===== src/rtl/pipeline_ctrl_pkg.sv =====
// rtl/pipeline_ctrl_pkg.sv - state encodings and control-enable bundles for pipeline_ctrl
package pipeline_ctrl_pkg;

  typedef enum logic [2:0] {
    ST_RUN      = 3'd0,
    ST_MEM_WAIT = 3'd1,
    ST_LU_STALL = 3'd2,
    ST_FLUSH    = 3'd3,
    ST_HALT     = 3'd4
  } state_t;

  localparam logic [4:0] REG_ZERO = 5'd0;

  typedef struct packed {
    logic pc_write;
    logic ifid_write;
    logic ifid_flush;
    logic idex_write;
    logic idex_bubble;
  } ctl_t;

  // Canned enable patterns shared by every state of the sequencer.
  localparam ctl_t CTL_FREEZE = 5'b00000;
  localparam ctl_t CTL_BUBBLE = 5'b00011;
  localparam ctl_t CTL_RUN    = 5'b11010;
  localparam ctl_t CTL_FLUSH  = 5'b11110;
  localparam ctl_t CTL_RESET  = 5'b00001;

endpackage


===== src/rtl/pipeline_ctrl_load_use_detect.sv =====
// rtl/pipeline_ctrl_load_use_detect.sv - load-use hazard between the load in EX and the instruction in ID
module load_use_detect
  import pipeline_ctrl_pkg::*;
(
  input  logic [4:0] id_rs,
  input  logic [4:0] id_rt,
  input  logic [4:0] ex_rt,
  input  logic       ex_mem_read,
  output logic       lu
);

  // A load into the zero register never produces a value worth waiting for.
  assign lu = ex_mem_read && (ex_rt != REG_ZERO) &&
              ((ex_rt == id_rs) || (ex_rt == id_rt));

endmodule


===== src/rtl/pipeline_ctrl.sv =====
// rtl/pipeline_ctrl.sv - stall/flush sequencer for the 5-stage pipeline
// Fixed priority: memory wait, halt, load-use, branch/jump flush.
module pipeline_ctrl
  import pipeline_ctrl_pkg::*;
#(
  parameter int LOAD_STALL_CYCLES = 1,
  parameter int FLUSH_CYCLES      = 1,
  parameter int CNT_W             = 16
) (
  input  logic             CLK,
  input  logic             RST,
  input  logic [4:0]       id_rs,
  input  logic [4:0]       id_rt,
  input  logic [4:0]       ex_rt,
  input  logic             ex_mem_read,
  input  logic             branch_taken,
  input  logic             jump,
  input  logic             mem_busy,
  input  logic             halt_req,
  input  logic             resume,
  output logic             pc_write,
  output logic             ifid_write,
  output logic             ifid_flush,
  output logic             idex_write,
  output logic             idex_bubble,
  output logic [2:0]       state,
  output logic [CNT_W-1:0] stall_cnt
);

  localparam logic [3:0] LU_INIT = 4'(LOAD_STALL_CYCLES - 1);
  localparam logic [3:0] FL_INIT = 4'(FLUSH_CYCLES - 1);

  state_t     st;
  logic [3:0] cnt;
  logic       lu;
  ctl_t       ctl;

  load_use_detect u_lu (
    .id_rs       (id_rs),
    .id_rt       (id_rt),
    .ex_rt       (ex_rt),
    .ex_mem_read (ex_mem_read),
    .lu          (lu)
  );

  always_ff @(posedge CLK) begin
    if (RST) begin
      st  <= ST_RUN;
      cnt <= 4'd0;
    end else begin
      case (st)
        ST_RUN: begin
          if (mem_busy) begin
            st <= ST_MEM_WAIT;
          end else if (halt_req) begin
            st <= ST_HALT;
          end else if (lu) begin
            cnt <= LU_INIT;
            st  <= (LU_INIT != 4'd0) ? ST_LU_STALL : ST_RUN;
          end else if (branch_taken || jump) begin
            cnt <= FL_INIT;
            st  <= (FL_INIT != 4'd0) ? ST_FLUSH : ST_RUN;
          end
        end
        ST_MEM_WAIT: begin
          if (!mem_busy) st <= ST_RUN;
        end
        // Both countdown states pause on a memory wait and resume where they left off.
        ST_LU_STALL, ST_FLUSH: begin
          if (!mem_busy) begin
            cnt <= cnt - 4'd1;
            if (cnt == 4'd1) st <= ST_RUN;
          end
        end
        ST_HALT: begin
          if (resume) st <= ST_RUN;
        end
        default: st <= ST_RUN;
      endcase
    end
  end

  // A lu in the same cycle as a branch wins, so the stale-operand branch is dropped.
  always_comb begin
    ctl = CTL_FREEZE;
    if (RST) begin
      ctl = CTL_RESET;
    end else begin
      case (st)
        ST_RUN: begin
          if (mem_busy)                    ctl = CTL_FREEZE;
          else if (halt_req || lu)         ctl = CTL_BUBBLE;
          else if (branch_taken || jump)   ctl = CTL_FLUSH;
          else                             ctl = CTL_RUN;
        end
        ST_MEM_WAIT: ctl = CTL_FREEZE;
        ST_LU_STALL: ctl = mem_busy ? CTL_FREEZE : CTL_BUBBLE;
        ST_FLUSH:    ctl = mem_busy ? CTL_FREEZE : CTL_FLUSH;
        ST_HALT:     ctl = CTL_BUBBLE;
        default:     ctl = CTL_FREEZE;
      endcase
    end
  end

  assign pc_write    = ctl.pc_write;
  assign ifid_write  = ctl.ifid_write;
  assign ifid_flush  = ctl.ifid_flush;
  assign idex_write  = ctl.idex_write;
  assign idex_bubble = ctl.idex_bubble;
  assign state       = st;

  always_ff @(posedge CLK) begin
    if (RST) begin
      stall_cnt <= '0;
    end else if (!pc_write && (stall_cnt != {CNT_W{1'b1}})) begin
      stall_cnt <= stall_cnt + CNT_W'(1);
    end
  end

endmodule


===== config.mk =====
export PLATFORM = sky130hd
export DESIGN_NAME = pipeline_ctrl
export DESIGN_NICKNAME = d
export VERILOG_FILES = /design/src/rtl/pipeline_ctrl_pkg.sv /design/src/rtl/pipeline_ctrl_load_use_detect.sv /design/src/rtl/pipeline_ctrl.sv
export SDC_FILE = /design/constraint.sdc
export NUM_CORES = 1
export LEC_CHECK = 0
export BUFFER_PORTS_ARGS = -buffer_cell sky130_fd_sc_hd__clkbuf_2
export CAP_MARGIN = 40
export CORE_MARGIN = 4
export CORE_UTILIZATION = 45
export CTS_BUF_LIST = sky130_fd_sc_hd__clkbuf_4 sky130_fd_sc_hd__clkbuf_8
export CTS_CLUSTER_SIZE = 20
export DETAILED_ROUTE_END_ITERATION = 12
export PLACE_DENSITY = 0.71
export SLEW_MARGIN = 20
export SYNTH_ARGS = -nofsm -noshare
export SYNTH_HDL_FRONTEND = slang
export SYNTH_SLANG_ARGS = --single-unit

===== constraint.sdc =====
create_clock -name CLK -period 4.4 [get_ports CLK]
set_input_delay 0.44 -clock CLK [delete_from_list [all_inputs] [get_ports CLK]]
set_output_delay 0.44 -clock CLK [all_outputs]
set_load 0.01 [all_outputs]

==> results.md <==
- Class of the worst hold path: input port to register
- Initial Util: 0.475
- First-pass GRT wire length: between 4000 and 5000 um
- CP Max Fanout: 28
- Synthesized area: ~1200 um2
- Top Ports: 47
- First-pass DRT Iterations: 4
- RSZ-0062 raised after global routing: false
- Max Buffers Root-to-Sink: 2
- P per Cell Area: ~230 nW/um2
- Family with the most delay on the worst path: buffers and inverters
- Row count: 18
- Final Skew: 0.00247 ns
- Gate Count Post-Synth: ~140
- Number of buffers created by CTS: 3
- Core area: approximately 2500 um2
- Min Tclk post-route: between 2 and 2.5 ns
- Max-cap violation count: 0
- Max transition margin: 0.631
- Clock transition at path regs: about 0.11 ns
- Post-CTS Setup Bufs: 0
- Most frequent cells in the layout: clkbuf_2, dfxtp_1, a21oi_1
- Hold path start: mem_busy
- Syn-to-layout area delta: 20.2%
- Final GP Congestion: just over 0.8
- Total wire length: between 2000 and 3000 um
- Yosys top cell area share: 0.306
- Post_cts resized: 0
- Pins Over Slew Limit: 0
- Critical Path Start: RST
- Synth cell types: 37
- Worst hold margin: around 0.41 ns
- Syn_nets: 160
- Syn. warnings: 0
- Synth area leader: dfxtp_1
- Seq/Total Area, Yosys: 0.306
- Routed via count: about 1100
- Number of global-route vias before repair: 1037
- H-tree levels: 1
- Core Util, Final: 0.571
- Worst stage delay on the critical path: roughly 0.6 ns
- Die area: around 3500 um2
- CTS Hold Buffers Added: 0
- Flop2flop setup slack: between 2 and 2.5 ns
- Fin. Hold Viols: 0
- Place WS: slightly above 2 ns
- Routed Antenna Nets: 0
- Slew @ Worst Pin: 0.546 ns
- Setup TNS: 0 ns
- Antenna violations before repair: 0
- CTS tree: built
- Worst R2R Start: stall_cnt[0]
- Leak: a little under 0.6 nW
- Number of vias per cell: 5.48
- Crit. End Element: output pin
- Max Clk Rate: approximately 420 MHz
- Dpl hpwl: a little over 2000 um
- # diodes: 0
- Syn avg cell area: roughly 8.6 um2
- Max VDD drop: about 0.15 mV
- Clk Tree Root Cell: clkbuf_4
- Final Setup Violations: 0
- Fill cells: between 200 and 300
- Largest net degree at the start of global routing: 29
- DRC Markers: 0
- Worst setup margin: 2.03 ns
- Ratio of cells with drive above 1 in the final layout: 0.356
- CP dominant cell by count: clkbuf_2
- CTS Sinks: 18
- Final period util: 0.540
- Critical path launch point type: input port
- 1st-iter DRT viols: 48
- Die Wd: 59.1 um
- PortBufs: 45
- WS Path Type: input port to output pin
- Die Y: between 50 and 60 um
- Clk_lat worst skew: around 0.3 ns
- Most common cell after layout, fill and taps aside: clkbuf_2
- Status: complete, no violations
- Global route total overflow: 0
- Seq cells post-synth: 18
- CP required: between 3 and 4 ns
- GRT Overall Usage: 0.167
- Critical path's slowest cell: nor4b_1
- Arr. time, crit path: between 1.5 and 2 ns
- Main area contributors after synthesis: dfxtp_1, xor2_1, or4_1
- Routed WL per cell: around 13 um
- Buffer and inverter count on the worst path: 3
- Layout net count: ~200
- CP Cell Sequence: clkbuf_2, nor4b_1, o21ai_4, inv_4, clkbuf_2
## state kept, by name (all words and copies together), names as in the netlist
signal,count
state,2
stall_cnt,16
## synth_stat cells
library cell,n
a21oi_1,13
a22oi_2,1
and2_1,1
and2_4,1
and3_1,2
and3_4,1
buf_2,1
buf_4,2
buf_6,3
clkbuf_1,2
conb_1,1
dfxtp_1,18
ha_1,1
inv_1,4
inv_4,1
mux2_1,2
mux2_4,2
nand2_1,6
nand3_1,4
nand3b_1,1
nand4_1,4
nor2_1,12
nor2b_1,5
nor3_1,4
nor3_2,2
nor4_2,3
nor4b_1,2
nor4b_2,1
o21ai_1,3
o21ai_2,1
o21ai_4,1
o21bai_1,2
o311a_1,1
o31ai_1,8
or3_1,1
or4_1,9
xor2_1,10
## cell type report
type / instances / area (um2) / share of cell area
clock buffers: 4 / 36.3 / 0.0257
inverters: 5 / 21.3 / 0.0150
multi-input cells: 105 / 733 / 0.519
flip-flops and latches: 18 / 360 / 0.255
well taps: 30 / 37.5 / 0.0265
repair buffers: 45 / 225 / 0.159
## metrics by stage
step                      area, um2  instances  power [mW]
after detailed placement       1380        203       0.229
final                          1410        207       0.329
after floorplan                1180        136       0.207
after CTS                      1410        207       0.331
after global placement         1380        203       0.228
after global routing           1410        207       0.347
## worst reg2reg max path, cell delays in order (launching register included)
cell and delay, ns:
dfxtp_1 0.44, ha_1 0.19, nand3_1 0.22, nor2_1 0.35, and3_4 0.40, nor4b_2 0.10, mux2_1 0.32
## cell families (layout without fill, tap and decap cells)
| logic type | count (synthesis) | after routing | share of synthesized area |
|---|---|---|---|
| buf+inv | 13 | 54 | 0.0702 |
| fa+ha+maj | 1 | 1 | 0.0106 |
| mux | 4 | 4 | 0.0447 |
| other cells | 1 | 1 | 0.00319 |
| simple gates | 59 | 59 | 0.318 |
| xor+xnor | 10 | 10 | 0.0745 |
| compound gates | 30 | 30 | 0.172 |
| flops | 18 | 18 | 0.306 |
## layer usage
metal  up-vias  global-route usage  share of wire
met5         -                   0              0
met4         0              0.0583          0.018
met3         6              0.0458          0.067
met2        36               0.252           0.46
met1       510               0.229           0.45
li1        582                   -              -
## report_power, final
group | internal [mW] | switching, mW | total (mW)
clock | 0.0504 | 0.0541 | 0.105
combinational | 0.0233 | 0.0297 | 0.0530
sequential | 0.167 | 0.00499 | 0.172
total | 0.240 | 0.0888 | 0.329
## worst paths after layout
kind	endpoint	cells after the start
worst max-delay path	pc_write	5
worst min-delay path	state[0]	3
worst max register to register	stall_cnt[5]	6
worst min register to register	stall_cnt[12]	2
Power figures use the tool's default switching activity.
